==> src/rtl/race_encoder4.sv <==
// Race-logic transmitter: turns four WIDTH-bit values into step-coded, monotonic lane edges.
// Optional feature macro RACE_ENCODER_EARLY_DONE_EN ends the window right after the latest lane fires.
module race_encoder4 #(
  parameter int WIDTH = 3
) (
  input  logic               clk,
  input  logic               rst_n,
  input  logic               in_valid,
  output logic               in_ready,
  input  logic [4*WIDTH-1:0] in_data,
  output logic [3:0]         out,
  output logic               busy,
  output logic               done
);

  typedef enum logic [1:0] {
    IDLE = 2'd0,
    RUN  = 2'd1,
    DONE = 2'd2
  } state_t;

  state_t           stateReg, stateNext;
  logic [WIDTH-1:0] tReg, tNext, tPlus, lastT;
  logic [WIDTH-1:0] valReg  [4];
  logic [WIDTH-1:0] valNext [4];
  logic [WIDTH-1:0] laneVal [4];
  logic [3:0]       outReg, outNext, laneZero, laneHit;

  assign tPlus = tReg + 1'b1;

  generate
    for (genvar gi = 0; gi < 4; gi++) begin : g_lane
      assign laneVal[gi]  = in_data[gi*WIDTH +: WIDTH];
      assign laneZero[gi] = (laneVal[gi] == '0);
      // Lane fires on the edge where t becomes its value.
      assign laneHit[gi]  = (valReg[gi] == tPlus);
    end
  endgenerate

`ifdef RACE_ENCODER_EARLY_DONE_EN
  logic [WIDTH-1:0] vmaxReg, vmaxNext, vmaxIn;

  always_comb begin
    vmaxIn = laneVal[0];
    for (int i = 1; i < 4; i++) begin
      if (laneVal[i] > vmaxIn) vmaxIn = laneVal[i];
    end
  end

  assign lastT = vmaxReg;
`else
  assign lastT = '1;
`endif

  always_ff @(posedge clk or negedge rst_n) begin
    if (!rst_n) begin
      stateReg <= IDLE;
      tReg     <= '0;
      outReg   <= '0;
      for (int i = 0; i < 4; i++) valReg[i] <= '0;
`ifdef RACE_ENCODER_EARLY_DONE_EN
      vmaxReg  <= '0;
`endif
    end else begin
      stateReg <= stateNext;
      tReg     <= tNext;
      outReg   <= outNext;
      for (int i = 0; i < 4; i++) valReg[i] <= valNext[i];
`ifdef RACE_ENCODER_EARLY_DONE_EN
      vmaxReg  <= vmaxNext;
`endif
    end
  end

  always_comb begin
    stateNext = stateReg;
    tNext     = tReg;
    outNext   = outReg;
    for (int i = 0; i < 4; i++) valNext[i] = valReg[i];
`ifdef RACE_ENCODER_EARLY_DONE_EN
    vmaxNext  = vmaxReg;
`endif
    case (stateReg)
      IDLE: begin
        outNext = '0;
        tNext   = '0;
        if (in_valid) begin
          stateNext = RUN;
          outNext   = laneZero;
          for (int i = 0; i < 4; i++) valNext[i] = laneVal[i];
`ifdef RACE_ENCODER_EARLY_DONE_EN
          vmaxNext  = vmaxIn;
`endif
        end
      end
      RUN: begin
        // Exit check sits before the increment so t never wraps within a window.
        if (tReg == lastT) begin
          stateNext = DONE;
        end else begin
          tNext   = tPlus;
          outNext = outReg | laneHit;
        end
      end
      DONE: begin
        stateNext = IDLE;
        outNext   = '0;
        tNext     = '0;
      end
      default: begin
        stateNext = IDLE;
        outNext   = '0;
        tNext     = '0;
      end
    endcase
  end

  assign out      = outReg;
  assign in_ready = (stateReg == IDLE);
  assign busy     = (stateReg == RUN);
  assign done     = (stateReg == DONE);

endmodule

==> config.mk <==
export PLATFORM = sky130hd
export DESIGN_NAME = race_encoder4
export DESIGN_NICKNAME = d
export VERILOG_FILES = /design/src/rtl/race_encoder4.sv
export SDC_FILE = /design/constraint.sdc
export NUM_CORES = 1
export LEC_CHECK = 0
export BUFFER_PORTS_ARGS = -buffer_cell sky130_fd_sc_hd__buf_2
export CAP_MARGIN = 5
export CORE_UTILIZATION = 56
export DETAILED_ROUTE_END_ITERATION = 6
export PLACE_DENSITY = 0.88
export SLEW_MARGIN = 20
export SYNTH_ARGS = -nofsm -noshare
export SYNTH_HDL_FRONTEND = slang
export SYNTH_SLANG_ARGS = --single-unit
==> constraint.sdc <==
create_clock -name clk -period 4.05 [get_ports clk]
set_input_delay 0.6075 -clock clk [delete_from_list [all_inputs] [get_ports clk]]
set_output_delay 0.6075 -clock clk [all_outputs]
set_load 0.01 [all_outputs]
# ---- Yosys cells after proc, flatten, opt, wreduce, memory -nomap -nowiden
# Cells that the tools add are included.
dict set report classes {
  n_reduce_logical 7
  n_bitwise 1
  n_eq_ne 10
  n_addsub 1
  muxes 8
}
# operator n
set ops {}
lappend ops {{equality test 3 bit} 4}
lappend ops {{logical NOT 3 bit} 4}
lappend ops {{2-to-1 mux 4 bit} 2}
lappend ops {{case mux 4 bit (2 select lines)} 1}
lappend ops {{2-to-1 mux 3 bit} 2}
lappend ops {{2-to-1 mux 2 bit} 2}
lappend ops {{inequality test 2 bit, second input constant} 2}
lappend ops {{bitwise OR 4 bit} 1}
lappend ops {{case mux 2 bit (2 select lines)} 1}
lappend ops {{AND reduction 2 bit} 2}
lappend ops {{adder 3 x 1 -> 3 bit, second input constant} 1}
lappend ops {{equality test 3 bit, second input constant} 1}
lappend ops {{equality test 2 x 1 -> 1 bit, second input constant} 1}
lappend ops {{equality test 2 bit, second input constant} 1}
lappend ops {{logical NOT 2 bit} 1}
lappend ops {{inequality test 2 x 1 -> 1 bit, second input constant} 1}
dict set report word_totals {
  elab_cells 34
  output_inout_bits 7
  ff_bits 21
}

# ---- Depth between registers and ports, before layout
dict set report depth {
  depth_word 5
  mapped_depth 6
  ltp_nobuf 5
}

# ---- Worst setup path after synthesis
# No wires, ideal clock.
dict set report synth_timing {
  path_type {register to register}
  startpoint {register tReg[0]}
  endpoint {register outReg[0], in the netlist out[0]}
  t_required_ns 3.956
  arrival_ns 1.419
  path_stages_with_launch 7
  setup_slack_ns 2.537
  synth_period_minus_slack_ns 1.513
  setup_ns 0.094
  cell_sequence {dfrtp_1 -> ha_1 -> ha_1 -> buf_2 -> xnor2_1 -> a41oi_1 -> a211oi_1}
}
dict set report synth_via {
  elab_chain_cells 5
  elab_cells_between_ends 7
  classes_between {add/sub (1); eq/ne (3); mux (2); bitwise (1)}
}
# item line_no
set synth_rtl {}
lappend synth_rtl {{start, declared} 23} ;# logic [WIDTH-1:0] tReg, tNext, tPlus, lastT;
lappend synth_rtl {{start signal, assigned} 66} ;# tReg <= tNext;
lappend synth_rtl {{adder 3 x 1 -> 3 bit} 29} ;# assign tPlus = tReg + 1'b1;
lappend synth_rtl {{equality test 3 bit} 36} ;# assign laneHit[gi] = (valReg[gi] == tPlus);
lappend synth_rtl {{bitwise OR 4 bit} 102} ;# outNext = outReg | laneHit;
lappend synth_rtl {{2-to-1 mux 4 bit} 98} ;# if (tReg == lastT) begin
lappend synth_rtl {{case mux 4 bit (2 select lines)} 83} ;# case (stateReg)
lappend synth_rtl {{end signal, assigned} 67} ;# outReg <= outNext;
lappend synth_rtl {{end, declared} 27} ;# logic [3:0] outReg, outNext, laneZero, laneHit;
# Several ways; a longest one is shown, not always the timed one. The select of a mux whose other input is x is not followed.
# A chain may end at the register's enable or synchronous reset.

# ---- Final worst setup path
dict set report layout_timing {
  startpoint {register stateReg[0]}
  endpoint {output busy}
}
dict set report layout_via {
  elab_chain_cells 1
}
# item line_no
set layout_rtl {}
lappend layout_rtl {{start, declared} 22} ;# state_t stateReg, stateNext;
lappend layout_rtl {{start signal, assigned} 65} ;# stateReg <= stateNext;
lappend layout_rtl {{equality test 2 x 1 -> 1 bit} 120} ;# assign busy = (stateReg == RUN);
lappend layout_rtl {{end, declared} 12} ;# output logic busy,
# Every way passes these cells.

==> results.sh <==
export IMPL_status="finished, final reports clean"
export IMPL_dpl_instance_area_um2=1160
export IMPL_synth_warnings=0
export IMPL_clk_pin_slew_ns=0.12
export IMPL_ctsResizeCount=0
export IMPL_critPathMaxFanout=11
export IMPL_routabilityCongestion=0.761
export IMPL_r2r_slack_ns=2.16
export IMPL_num_io_pins=22
export IMPL_intPower_mw=0.616
export IMPL_cts_max_level=1
export IMPL_layout_setup_ws_ns=2.06
export IMPL_via_count=715
export IMPL_required_ns=3.44
export IMPL_p_sw_share_pct=37.6
export IMPL_ys_ff_latch=21
export IMPL_power_leakage_nw=0.542
export IMPL_power_frac_clock_pct=10.5
export IMPL_clock_latency_ns=0.31
export IMPL_r2r_start="tReg[0]"
export IMPL_cts_root_buffer="clkbuf_4"
export IMPL_area_delta_synth_final_pct=11.6
export IMPL_maxCapViolations=0
export IMPL_cp_num_buf_inv=2
export IMPL_tns_ns=0
export IMPL_n_fill_cell=147
export IMPL_wl_um=2050
export IMPL_worstPathArrival_ns=1.38
export IMPL_hold_buffers=0
export IMPL_power_mw=0.986
export IMPL_slew_headroom_pct=69.9
export IMPL_pwr_share_seq_pct=41.7
export IMPL_worst_pin_slew_ns=0.451
export IMPL_antenna_found_initial=0
export IMPL_grt_max_degree=22
export IMPL_max_freq_mhz=503
export IMPL_place_hpwl_um=1510
export IMPL_syn_inst=82
export IMPL_die_width_um=45.6
export IMPL_most_common_layout_cells="21 x buf_2, 21 x dfrtp_1, 9 x mux2_4, 8 x nor2_1, 8 x xnor2_1"
export IMPL_vias_per_cell=5.63
export IMPL_whs_ns=0.225
export IMPL_path_cells="nand2b_1 -> inv_1 -> buf_2"
export IMPL_port_buffers=21
export IMPL_start_util_pct=60.4
export IMPL_final_nets=120
export IMPL_dieHeight_um=45.6
export IMPL_first_iter_violations=8
export IMPL_worstRegToRegCells=5
export IMPL_wire_per_inst_um=16.1
export IMPL_layout_cells_non_filler=127
export IMPL_dr_pass1_iters=4
export IMPL_critPathLaunchType="register"
export IMPL_rsz0062_at_grt="no"
export IMPL_final_max_slew_viol_count=0
export IMPL_worstSetupEndpointType="output pin"
export IMPL_core_um2=1760
export IMPL_antennaDiodeCount=0
export IMPL_clockBufferDepth=2
export IMPL_ys_seq_area_share_pct=49.3
export IMPL_crit_slowest_cell="dfrtp_1"
export IMPL_finalSetupViolCount=0
export IMPL_slowest_delay_ns=0.61
export IMPL_dp_cells=123
export IMPL_syn_area_per_cell_um2=13.0
export IMPL_syn_area_um2=1070
export IMPL_pre_cts_ws_ns=2.23
export IMPL_path_delay_family="flip-flops"
export IMPL_seqCellArea_um2=526
export IMPL_drc=0
export IMPL_synth_cell_types=19
export IMPL_overflow=0
export IMPL_layout_min_cycle_time_ns=1.99
export IMPL_numCtsBuffers=3
export IMPL_grt_total_usage_pct=23.8
export IMPL_pwr_share_comb_pct=47.8
export IMPL_r2r_end="out[1]"
export IMPL_powerDensity_nw_per_um2=829
export IMPL_crit_type="reg -> out"
export IMPL_post_route_cell_area_um2=1190
export IMPL_p_switching_mw=0.371
export IMPL_postCtsSetupBuffers=0
export IMPL_hp_class="in -> async"
export IMPL_multiInputGateArea_um2=493
export IMPL_num_rows=15
export IMPL_finish_utilization_pct=67.4
export IMPL_grt_pass1_vias=754
export IMPL_ir_drop_mv=0.424
export IMPL_drive_gt1_share_pct=38.2
export IMPL_dieArea_um2=2080
export IMPL_cts_tree="yes"
export IMPL_grt_pass1_wl_um=3400
export IMPL_postRouteAntennaNets=0
export IMPL_fin_skew_ns=0.00390
export IMPL_syn_num_nets=99
export IMPL_finalHoldViolCount=0
export IMPL_fin_crit_sh_pct=49.1
export IMPL_cts_sinks=21
==> sequential cells by signal, summed over array words and instances, names as in the netlist <==
name	count
out	4
stateReg	2
tReg	3
valReg	12
==> logic make-up (layout without fill, tap and decap cells) <==
logic type               after synthesis  after routing  share of synthesized area, %
AO/OA/AOI/OAI                          9              9                          6.81
XOR/XNOR                              13             13                          10.7
adder cells (fa/ha/maj)                2              2                          2.35
buffers and inverters                  7             27                          4.46
flip-flops                            21             21                          49.3
multiplexers                          14             14                          17.7
AND/OR/NAND/NOR                       16             16                          8.69
==> Yosys cell counts <==
library cell	number	share of area, %
and2_4	1	0.82
nand2b_1	1	0.59
dfrtp_1	21	49
nor4b_1	4	3.3
inv_1	2	0.70
xor2_1	5	4.1
a41oi_1	4	3.3
xnor2_1	8	6.6
mux2i_1	2	1.9
a21o_1	1	0.70
nor2_2	1	0.59
a211oi_1	4	2.8
mux2_4	9	13
nor2b_1	1	0.59
ha_1	2	2.3
mux2_2	3	3.2
buf_12	1	1.9
buf_2	4	1.9
nor2_1	8	2.8
==> area by class of cell <==
cell class / instances / share of cell area (%)
sequential: 21 / 44.2
timing repair buffer: 21 / 8.83
clock buffer: 3 / 1.89
tap: 25 / 2.63
multi-input combinational: 54 / 41.4
clock inverter: 1 / 0.421
inverter: 2 / 0.631
==> power by group through the flow <==
stage / sequential (mW) / combinational, mW / clock, mW
2_1_floorplan: 0.380 / 0.397 / 0
3_3_place_gp: 0.406 / 0.444 / 0
3_5_place_dp: 0.414 / 0.465 / 0
4_1_cts: 0.409 / 0.472 / 0.100
5_1_grt: 0.420 / 0.517 / 0.110
6_report: 0.411 / 0.472 / 0.103
==> layer usage <==
layer / up-vias / wire length [um] / global-route usage (%)
met1: 368 / 956 / 30.1
met2: 12 / 1010 / 37.4
li1: 329 / - / -
met5: - / 0 / 0
met4: 0 / 48 / 14.5
met3: 6 / 40 / 4.37
==> worst max-delay path by stage <==
stage	start	to	cells past startpoint
after floorplan	tReg[0]	out[0]	6
after global placement	tReg[0]	out[2]	5
after detailed placement	tReg[0]	out[1]	5
after CTS	stateReg[0]	busy	3
after global routing	stateReg[0]	busy	3
final	stateReg[0]	busy	3
==> worst reg2reg max path: cells and delay by family, from the launching register on <==
family          cells  cell delay (ns)
compound gates      2             0.46
xor+xnor            1             0.21
fa+ha+maj           2             0.63
flops               1             0.50
Note: power is estimated with default switching activity, not from simulation.
